### src/rtl/bnn_pkg.sv
// rtl/bnn_pkg.sv - shared sequencer state encodings, datapath modes and accumulator sizing
package bnn_pkg;

   typedef enum logic [2:0] {
      S_IDLE   = 3'd0,
      S_ISSUE  = 3'd1,
      S_DRAIN  = 3'd2,
      S_DECIDE = 3'd3,
      S_DONE   = 3'd4
   } seq_state_t;

   localparam logic [2:0] XP_MODE_FULL = 3'b011;
   localparam logic [2:0] XP_MODE_IDLE = 3'b000;

   // 7-bit popcounts summed over n_word words can never exceed 7+log2(n_word) bits
   function automatic int acc_w(input int n_word);
      return 7 + $clog2(n_word);
   endfunction

endpackage

### src/rtl/bnn_seq_acc.sv
// rtl/bnn_seq_acc.sv - per-neuron popcount accumulator and returned-result counter
module bnn_seq_acc #(
   parameter int N_WORD = 4,
   parameter int ACC_W  = 9
) (
   input  logic             clk,
   input  logic             rst,
   input  logic             clr,
   input  logic             en,
   input  logic             pop_valid,
   input  logic [6:0]       pop,
   output logic [ACC_W-1:0] acc,
   output logic             full
);

   localparam int CW = $clog2(N_WORD) + 1;
   localparam logic [CW-1:0] CNT_FULL = CW'(N_WORD);

   logic [CW-1:0] count;
   logic          take;

   assign take = en && pop_valid;
   assign full = (count == CNT_FULL);

   // clr arrives in the first issue cycle, which may already carry a zero-latency result
   always_ff @(posedge clk) begin
      if (rst) begin
         acc   <= '0;
         count <= '0;
      end else if (clr) begin
         acc   <= take ? ACC_W'(pop) : '0;
         count <= take ? CW'(1) : '0;
      end else if (take) begin
         acc   <= acc + ACC_W'(pop);
         count <= count + CW'(1);
      end
   end

endmodule

### src/rtl/bnn_xnor_seq.sv
// rtl/bnn_xnor_seq.sv - binarised-layer sequencer: issues xnor-popcount words, thresholds neurons
// Optional raw score output enabled by defining BNN_SEQ_SCORE_EN.
module bnn_xnor_seq
   import bnn_pkg::*;
#(
   parameter int N_NEURON = 32,
   parameter int N_WORD   = 4,
   parameter int AW       = 9,
   localparam int ACC_W   = acc_w(N_WORD)
) (
   input  logic                iCLK,
   input  logic                iRST,
   input  logic                iSTART,
   input  logic [ACC_W-1:0]    iTHRESH,
   output logic [AW-1:0]       oWADDR,
   output logic                oXP_EN,
   output logic [2:0]          oXP_STATE,
   input  logic [6:0]          iPOP,
   input  logic                iPOP_VALID,
   output logic                oBUSY,
   output logic [N_NEURON-1:0] oRESULT,
   output logic                oDONE,
   output logic [ACC_W-1:0]    oSCORE,
   output logic                oSCORE_VALID
);

   localparam int NW = $clog2(N_NEURON);
   localparam int WW = (N_WORD > 1) ? $clog2(N_WORD) : 1;
   localparam logic [NW-1:0] LAST_N = NW'(N_NEURON - 1);
   localparam logic [WW-1:0] LAST_W = WW'(N_WORD - 1);

   seq_state_t       state;
   logic [NW-1:0]    neuron;
   logic [WW-1:0]    word;
   logic [ACC_W-1:0] thresh;
   logic [ACC_W-1:0] acc;
   logic             acc_full;
   logic             acc_clr;
   logic             count_en;

   assign count_en = (state == S_ISSUE) || (state == S_DRAIN);

   bnn_seq_acc #(.N_WORD(N_WORD), .ACC_W(ACC_W)) u_acc (
      .clk       (iCLK),
      .rst       (iRST),
      .clr       (acc_clr),
      .en        (count_en),
      .pop_valid (iPOP_VALID),
      .pop       (iPOP),
      .acc       (acc),
      .full      (acc_full)
   );

   always_ff @(posedge iCLK) begin
      if (iRST) begin
         state     <= S_IDLE;
         neuron    <= '0;
         word      <= '0;
         thresh    <= '0;
         acc_clr   <= 1'b0;
         oWADDR    <= '0;
         oXP_EN    <= 1'b0;
         oXP_STATE <= XP_MODE_IDLE;
         oBUSY     <= 1'b0;
         oRESULT   <= '0;
         oDONE     <= 1'b0;
      end else begin
         acc_clr <= 1'b0;
         oDONE   <= 1'b0;
         case (state)
            S_IDLE: begin
               if (iSTART) begin
                  state     <= S_ISSUE;
                  thresh    <= iTHRESH;
                  oRESULT   <= '0;
                  neuron    <= '0;
                  word      <= '0;
                  oWADDR    <= '0;
                  oXP_EN    <= 1'b1;
                  oXP_STATE <= XP_MODE_FULL;
                  oBUSY     <= 1'b1;
                  acc_clr   <= 1'b1;
               end
            end
            S_ISSUE: begin
               if (word == LAST_W) begin
                  state  <= S_DRAIN;
                  oXP_EN <= 1'b0;
               end else begin
                  word   <= word + WW'(1);
                  oWADDR <= oWADDR + AW'(1);
               end
            end
            // the decision lands on entry so oRESULT is already updated during DECIDE
            S_DRAIN: begin
               if (acc_full) begin
                  state           <= S_DECIDE;
                  oRESULT[neuron] <= (acc >= thresh);
               end
            end
            S_DECIDE: begin
               if (neuron == LAST_N) begin
                  state     <= S_DONE;
                  oDONE     <= 1'b1;
                  oBUSY     <= 1'b0;
                  oXP_STATE <= XP_MODE_IDLE;
               end else begin
                  state   <= S_ISSUE;
                  neuron  <= neuron + NW'(1);
                  word    <= '0;
                  oWADDR  <= oWADDR + AW'(1);
                  oXP_EN  <= 1'b1;
                  acc_clr <= 1'b1;
               end
            end
            S_DONE:  state <= S_IDLE;
            default: state <= S_IDLE;
         endcase
      end
   end

`ifdef BNN_SEQ_SCORE_EN
   wire decide_go = (state == S_DRAIN) && acc_full;

   always_ff @(posedge iCLK) begin
      if (iRST) begin
         oSCORE       <= '0;
         oSCORE_VALID <= 1'b0;
      end else begin
         oSCORE_VALID <= decide_go;
         if (decide_go) oSCORE <= acc;
      end
   end
`else
   assign oSCORE       = '0;
   assign oSCORE_VALID = 1'b0;
`endif

endmodule

### config.mk
export PLATFORM = sky130hd
export DESIGN_NAME = bnn_xnor_seq
export DESIGN_NICKNAME = d
export VERILOG_FILES = /design/src/rtl/bnn_pkg.sv /design/src/rtl/bnn_seq_acc.sv /design/src/rtl/bnn_xnor_seq.sv
export SDC_FILE = /design/constraint.sdc
export NUM_CORES = 1
export LEC_CHECK = 0
export BUFFER_PORTS_ARGS = -buffer_cell sky130_fd_sc_hd__buf_4
export CAP_MARGIN = 20
export CORE_MARGIN = 1
export CORE_UTILIZATION = 40
export DETAILED_ROUTE_END_ITERATION = 16
export PLACE_DENSITY_LB_ADDON = 0.1
export SLEW_MARGIN = 20
export SYNTH_ARGS = -nofsm -noshare
export SYNTH_HDL_FRONTEND = slang
export SYNTH_SLANG_ARGS = --single-unit
### constraint.sdc
create_clock -name iCLK -period 2.8 [get_ports iCLK]
set_clock_uncertainty 0.2 [all_clocks]
set_input_delay 0.7 -clock iCLK [delete_from_list [all_inputs] [get_ports iCLK]]
set_output_delay 0.7 -clock iCLK [all_outputs]
set_load 0.01 [all_outputs]
# Word level (Yosys, flattened, before mapping)
# Index checks and enable logic that the tools add are counted.
word_totals:
  out_inout_bits: 57
  word_cells: 91
  register_bits: 79
op_classes:
  addsub: 5
  bitwise_logic: 1
  n_mux: 41
  eq_ne: 12
  order_cmp: 3
  reduce_logical: 16
op_table:
  columns: ["operator", "n"]
  rows:
  - ["$mux W32", 2]
  - ["$pmux W32 S2", 1]
  - ["$mux W9", 5]
  - ["$bwmux W32", 1]
  - ["$pmux W9 S3", 1]
  - ["$mux W3", 8]
  - ["$pmux W3 S4", 1]
  - ["$reduce_and A3 Y1", 4]
  - ["$mux W5", 2]
  - ["$ne A2 B2 Y1 const B", 5]
  - ["$pmux W5 S2", 1]
  - ["$add A9 B1 Y9 const B", 1]
  - ["$add A9 B7 Y9", 1]
  - ["$ge A9 B9 Y1", 1]
  - ["$mux W1", 9]
  - ["$reduce_and A4 Y1", 2]
  - ["$mux W7", 1]
  - ["$eq A3 B2 Y1 const B", 2]
  - ["$lt A5 B6 Y1 const B", 1]
  - ["$mux W2", 3]
  - ["$pmux W2 S3", 1]
  - ["$pmux W3 S2", 1]
  - ["$reduce_bool A2 Y1", 3]
  - ["$add A5 B1 Y5 const B", 1]
  - ["other kinds (18)", 20]

# Logic depth before layout (Yosys ltp)
# Gate-level depths: netlist of the first run.
logic_depth:
  ltp_word: 7
  ltp_mapped: 8

# Modules after synthesis
# Synthesis of the first run repeated with hierarchy kept, for this count alone.
hier_totals:
  hier_cells: 477
  hier_area_um2: 4043.9
modules_own_cells:
  columns: ["mod", "instances", "cells_per_inst", "area_each_um2", "seq_area_each_um2"]
  rows:
  - ["bnn_xnor_seq", 1, 371, 3150.5, 1281.2]
  - ["bnn_seq_acc", 1, 106, 893.4, 240.2]

# Worst setup path after synthesis of the first run
# Ideal clock, no wire load.
synth_timing:
  path_type: "in2reg"
  start: "in iPOP[0]"
  end: "reg u_acc.acc[6]"
  path_stages: 7
  t_arrival_ns: 2.215
  path_slack_ns: 0.263
  setup_ns: 0.122
  required_time_ns: 2.478
  cell_sequence: "ha_1 > fa_1 > a211oi_2 > o21bai_1 > a21oi_1 > xnor2_1 > a311o_1"
synth_via:
  elab_chain_len: 3
synth_lines:
  columns: ["item", "line_no", "source"]
  rows:
  - ["start: declaration", "bnn_xnor_seq.sv:18", "input logic [6:0] iPOP,"]
  - ["$add A9 B7 Y9", "bnn_seq_acc.sv:34", "acc <= acc + ACC_W'(pop);"]
  - ["$mux W9", "bnn_seq_acc.sv:33", "end else if (take) begin"]
  - ["$mux W9", "bnn_seq_acc.sv:30", "end else if (clr) begin"]
  - ["end signal: assignment", "bnn_seq_acc.sv:31", "acc <= take ? ACC_W'(pop) : '0;"]
  - ["end signal: assignment", "bnn_seq_acc.sv:34", null]
  - ["end: declaration", "bnn_seq_acc.sv:12", "output logic [ACC_W-1:0] acc,"]
# Every way passes these cells. The select of a mux whose other input is x is not followed.
# A chain may end at the register's enable or synchronous reset.

# Final worst setup path of the first run
# Ends and elaborated chain as after synthesis.

==> results of run 1 <==
-- final cells by class --
| class | count | area (um2) |
|---|---|---|
| clock buffers | 10 | 138 |
| fillers | 996 | 5350 |
| clock inverters | 5 | 52.6 |
| inverters | 14 | 52.6 |
| multi-input cells | 355 | 2460 |
| repair buffers | 77 | 578 |
| flip-flops and latches | 76 | 1520 |
| well taps | 136 | 170 |
-- flip-flops by register name (all words and copies together) (netlist names), 2 cells and up --
| signal | count |
|---|---|
| oWADDR | 9 |
| thresh | 9 |
| state | 3 |
| u_acc.acc | 9 |
| word | 2 |
| oRESULT | 32 |
| neuron | 5 |
| u_acc.count | 3 |
-- placed cells by master (no fill, tap or decap), types with 3 or more instances in the layout --
master and instances:
o21bai_1 3, clkinv_2 3, a211o_1 3, nor2_2 3, mux2i_1 37, nand4_1 3, nand3_1 12, a221oi_1 3
dfxtp_1 76, nor3_1 11, nor2_1 60, nand2b_1 8, or2_2 6, a21oi_1 20, inv_1 14, o211ai_1 3
clkbuf_8 10, xnor2_1 10, o211ai_4 4, o22ai_1 32, or3_1 3, xor2_1 6, and3_1 3, conb_1 11
ha_1 25, a21o_1 6, o21ai_0 8, buf_4 77, nand2_1 36, nand3b_1 5
-- stage by stage --
step,instances,worst slack [ns]
2_1_floorplan,488,0.263
3_3_place_gp,658,0.142
3_5_place_dp,658,0.116
4_1_cts,673,0.458
5_1_grt,673,0.245
6_report,673,0.479
-- logic make-up (layout without fill, tap and decap cells) --
| group | Yosys count | in the layout | share of synthesized area (%) |
|---|---|---|---|
| simple gates | 168 | 168 | 19.8 |
| compound gates | 97 | 97 | 16.8 |
| flops | 76 | 76 | 35.6 |
| buf+inv | 57 | 106 | 7.88 |
| mux | 37 | 37 | 8.67 |
| fa+ha+maj | 26 | 26 | 7.79 |
| xor+xnor | 16 | 16 | 3.28 |
| other cells | 1 | 11 | 0.0878 |
-- metal layers --
layer | wire (um) | vias to the layer above | GRT usage, % | share of wire, %
li1 | - | 1773 | - | -
met1 | 4830 | 1611 | 25.2 | 49
met2 | 4530 | 83 | 30.6 | 46
met3 | 403 | 7 | 3.15 | 4.1
met4 | 107 | 0 | 6.04 | 1.1
met5 | 0 | - | 0 | 0
-- report_power, final --
part           switching, mW  internal, mW  total, mW
combinational          0.167         0.127      0.294
sequential            0.0309          1.10       1.14
clock                  0.404         0.427      0.831
total                  0.602          1.66       2.26
-- how the worst min path moves through the flow --
stage                            to  startpoint  cells after the start
after CTS                 thresh[7]   thresh[7]                      2
after global placement    thresh[8]   thresh[8]                      2
final                     thresh[7]   thresh[7]                      2
after detailed placement  thresh[7]   thresh[7]                      2
after global routing      thresh[7]   thresh[7]                      2
after floorplan           thresh[1]   thresh[1]                      2
-- critical path: cells and delay by family --
kind	cells	cell delay [ns]
adders and majority gates	2	0.65
xor gates and xnor gates	1	0.08
AOI/OAI and AO/OA	4	0.82
buffers and inverters	1	0.11
==> impl_metrics.json, run 1 <==
{
  "status": "completed",
  "drive_gt1_share_pct": 22.2,
  "period_share_pct": 82.9,
  "r2r-end": "oWADDR[0]",
  "synth_top_cell_area_share_pct": 35.6,
  "design.die.area_um2": 11100,
  "cp-start-kind": "input port",
  "via_per_inst": 5.16,
  "synth_area_um2": 4270,
  "ys.flop_type": "dfxtp_1",
  "grt_max_degree": 41,
  "grt_setup_unrepaired": "no",
  "post-route-util_pct": 48.1,
  "startpoint": "iPOP[0]",
  "antennaDiodeCount": 0,
  "synth_cells": 478,
  "slowest_stage": "fa_1",
  "syn_area_per_cell_um2": 8.94,
  "final_nets": 579,
  "wl_per_cell_um": 14.7,
  "cts_tree": "yes",
  "dp_hpwl_mm": 7.02,
  "power.density_nw_per_um2": 455,
  "fmax_ghz": 0.431,
  "wl_mm": 9.87,
  "grt_pass1_wl_mm": 16.6,
  "grt_antenna_before_repair": 0,
  "grt_overflow": 0,
  "reg2reg_slack_ns": 0.49,
  "crit_path_end": "u_acc.acc[6]",
  "cap_violations": 0,
  "synth_top_cells_by_area": "dfxtp_1, mux2i_1, ha_1, nor2_1, o22ai_1",
  "ant_nets": 0,
  "cts.sinks": 76,
  "grtUsageTotal_pct": 18.8,
  "htreeDepth": 3,
  "cts_resized": 0,
  "ys_ff_latch": 76,
  "clk_path_buf_depth": 2,
  "dpl_cell_area_um2": 4780,
  "required_ns": 2.84,
  "drc": 0,
  "crit_path_max_fanout": 3,
  "worstPathCellList": "buf_4 > ha_1 > fa_1 > a211oi_2 > o21bai_1 > a21oi_1 > xnor2_1 > a311o_1",
  "r2r-start": "neuron[0]",
  "die_height_um": 105,
  "max_slew.worst_pin.slew_ns": 0.730,
  "yosys.area.top_type": "dfxtp_1",
  "reg2reg_depth": 8,
  "synth.most_common_cell": "dfxtp_1",
  "crit_type": "in -> reg",
  "numCtsBuffers": 9,
  "slowest_delay_ns": 0.42,
  "finalSetupTns_ns": 0,
  "yosys_warnings": 0,
  "fp.dieW_um": 105,
  "final_cell_area_um2": 4970,
  "root_buffer": "clkbuf_8",
  "async_reset_ff_share_pct": 0,
  "timing.slew.headroom_pct": 51.2,
  "floorplan.initialDensity_pct": 41.4,
  "finalMaxSlewViolations": 0,
  "hold_buffers": 0,
  "synth_commonest_cells": "dfxtp_1, nor2_1, mux2i_1, nand2_1, o22ai_1",
  "yosysSeqAreaShare_pct": 35.6,
  "finalSetupViolations": 0,
  "post_cts_buffers": 0,
  "clk_latency_ns": 0.34,
  "crit_path_end_kind": "flip-flop",
  "worstPathArrival_ns": 2.36,
  "area_growth_pct": 16.3,
  "layout_min_cycle_time_ns": 2.32,
  "via_count": 3474,
  "power_mw": 2.26,
  "gp_congestion": 0.858,
  "worst_ir_drop_vdd_mv": 0.229,
  "hp-class": "reg -> reg",
  "grt_pass1_vias": 3277,
  "coreArea_um2": 10300,
  "drtPass1Iterations": 4,
  "hold_viol": 0,
  "synth_edf_count": 0,
  "power.leakage_nw": 1.87,
  "clk_pin_slew_ns": 0.08,
  "whs_ns": 0.257,
  "rows": 37,
  "synthDistinctLibCells": 58,
  "ioPinCount": 77,
  "port_buffers": 65,
  "first_iter_violations": 122
}
No activity file was read; power rests on OpenSTA's default activity.
==> inputs of run 2 (changes only) <==
Clock period 2.8 ns to 2.3 ns, I/O delays scaled along.
==> impl_metrics.json, run 2 (synthesis gave the netlist of run 1 again) <==
{
  "hp-class": "reg -> reg",
  "power.leakage_nw": 2.02,
  "antennaDiodeCount": 0,
  "swShare_pct": 26.8,
  "final_common_cell": "buf_4",
  "drive_gt1_share_pct": 25.8,
  "crit_path_end_kind": "flip-flop",
  "fp.dieW_um": 105,
  "status": "completed",
  "grt_antenna_before_repair": 0,
  "grt_pass1_vias": 3382,
  "power.density_nw_per_um2": 535,
  "root_buffer": "clkbuf_8",
  "max_slew.worst_pin.slew_ns": 0.582,
  "worst_ir_drop_vdd_mv": 0.298,
  "finalSetupViolations": 0,
  "grt_setup_unrepaired": "no",
  "combPwrFrac_pct": 14.6,
  "floorplan.initialDensity_pct": 41.4,
  "mostFrequentLayoutCells": "buf_4, dfxtp_1, nor2_1, mux2i_1, nand2_1",
  "top_register": "oRESULT",
  "crit_type": "reg -> reg",
  "period_share_pct": 92.8,
  "seq_area_um2": 1520,
  "first_iter_violations": 115,
  "via_count": 3594,
  "grt_use_met2_pct": 30.6,
  "required_ns": 2.34,
  "grtUsageTotal_pct": 19.0,
  "use_met3_pct": 3.90,
  "numCtsBuffers": 9,
  "p_seq_share_pct": 49.0,
  "timing.slew.headroom_pct": 61.1,
  "fmax_ghz": 0.469,
  "power_mw": 2.80,
  "p_sw_uw": 751,
  "multiInputGateArea_um2": 2470,
  "startpoint": "neuron[0]",
  "dp_slack_ns": -0.292,
  "grt_overflow": 0,
  "final_nets": 601,
  "cp-start-kind": "flip-flop",
  "drtPass1Iterations": 4,
  "dp_hpwl_mm": 7.37,
  "hold_viol": 0,
  "design.die.area_um2": 11100,
  "r2r-start": "neuron[0]",
  "cts.sinks": 76,
  "cts_tree": "yes",
  "htreeDepth": 3,
  "coreArea_um2": 10300,
  "p_int_mw": 2.05,
  "ant_nets": 0,
  "clk_pin_slew_ns": 0.08,
  "pwr-share-clk_pct": 36.4,
  "largest_register_ffs": 32,
  "whs_ns": 0.258,
  "ioPinCount": 77,
  "crit_path_max_fanout": 10,
  "die_height_um": 105,
  "fillers": 1024,
  "holdCritStartpoint": "thresh[5]",
  "busiest_layer": "met2",
  "drc": 0,
  "via_per_inst": 5.17,
  "finalMaxSlewViolations": 0,
  "gp_congestion": 0.777,
  "dpl_cell_area_um2": 5050,
  "layout_min_cycle_time_ns": 2.13,
  "hold_buffers": 0,
  "clk_path_buf_depth": 2,
  "worstPathArrival_ns": 2.17,
  "layout_setup_ws_ns": 0.167,
  "port_buffers": 65,
  "rows": 37,
  "met1_usage_pct": 25.5,
  "area_growth_pct": 22.7,
  "clk_latency_ns": 0.35,
  "grt_max_degree": 33,
  "grt_pass1_wl_mm": 16.8,
  "wl_per_cell_um": 14.4,
  "final_cell_area_um2": 5240,
  "cap_violations": 0,
  "wl_mm": 10.0
}
## run 2: final cells by class
cell class                 count  share of cell area [%]
clock inverter                 5                    1.00
tap                          136                    3.25
timing repair buffer          99                    15.9
clock buffer                  10                    2.63
inverter                      14                    1.00
sequential                    76                    29.0
multi-input combinational    355                    47.2
## run 2: power groups by stage
stage	clock network, mW	registers (mW)	logic (mW)
5_1_grt	1.11	1.38	0.455
3_3_place_gp	0	1.40	0.404
4_1_cts	1.05	1.37	0.412
2_1_floorplan	0	1.40	0.289
3_5_place_dp	0	1.40	0.410
6_report	1.02	1.37	0.409
## run 2: path summary, 6_finish.rpt
check | to | slack [ns] | cells past startpoint
worst min register to register | thresh[5] | 0.26 | 2
worst min-delay path | thresh[5] | 0.26 | 2
worst max register to register | oWADDR[0] | 0.17 | 8
worst max-delay path | oWADDR[0] | 0.17 | 8
## run 2: per-layer routing
metal | up-vias | wire length [um]
met2 | 80 | 4640
met5 | - | 0
met4 | 0 | 119
met3 | 11 | 384
met1 | 1680 | 4870
li1 | 1823 | -
## run 2: worst max-delay path: stages, from the launching register on
cell and delay (ns):
dfxtp_1 0.32, ha_1 0.20, and3_1 0.19, ha_1 0.23, nand2_1 0.17, a31oi_4 0.18
nor2_1 0.26, mux2i_1 0.23, nor2_1 0.05
## run 2: metrics by stage
stage,cells,util (%),TNS [ns]
floorplan,488,-,0
global placement,680,48.9,-8.83
detailed placement,680,48.9,-10.48
CTS,695,50.7,0
global route,695,50.8,0
finish,695,50.8,0
## run 2: repair_timing
action                                  4_1_cts  5_1_grt
hold endpoints to repair                      0        0
buffers inserted                              0        0
resized for setup                             0        1
endpoints found under the setup margin        0        9
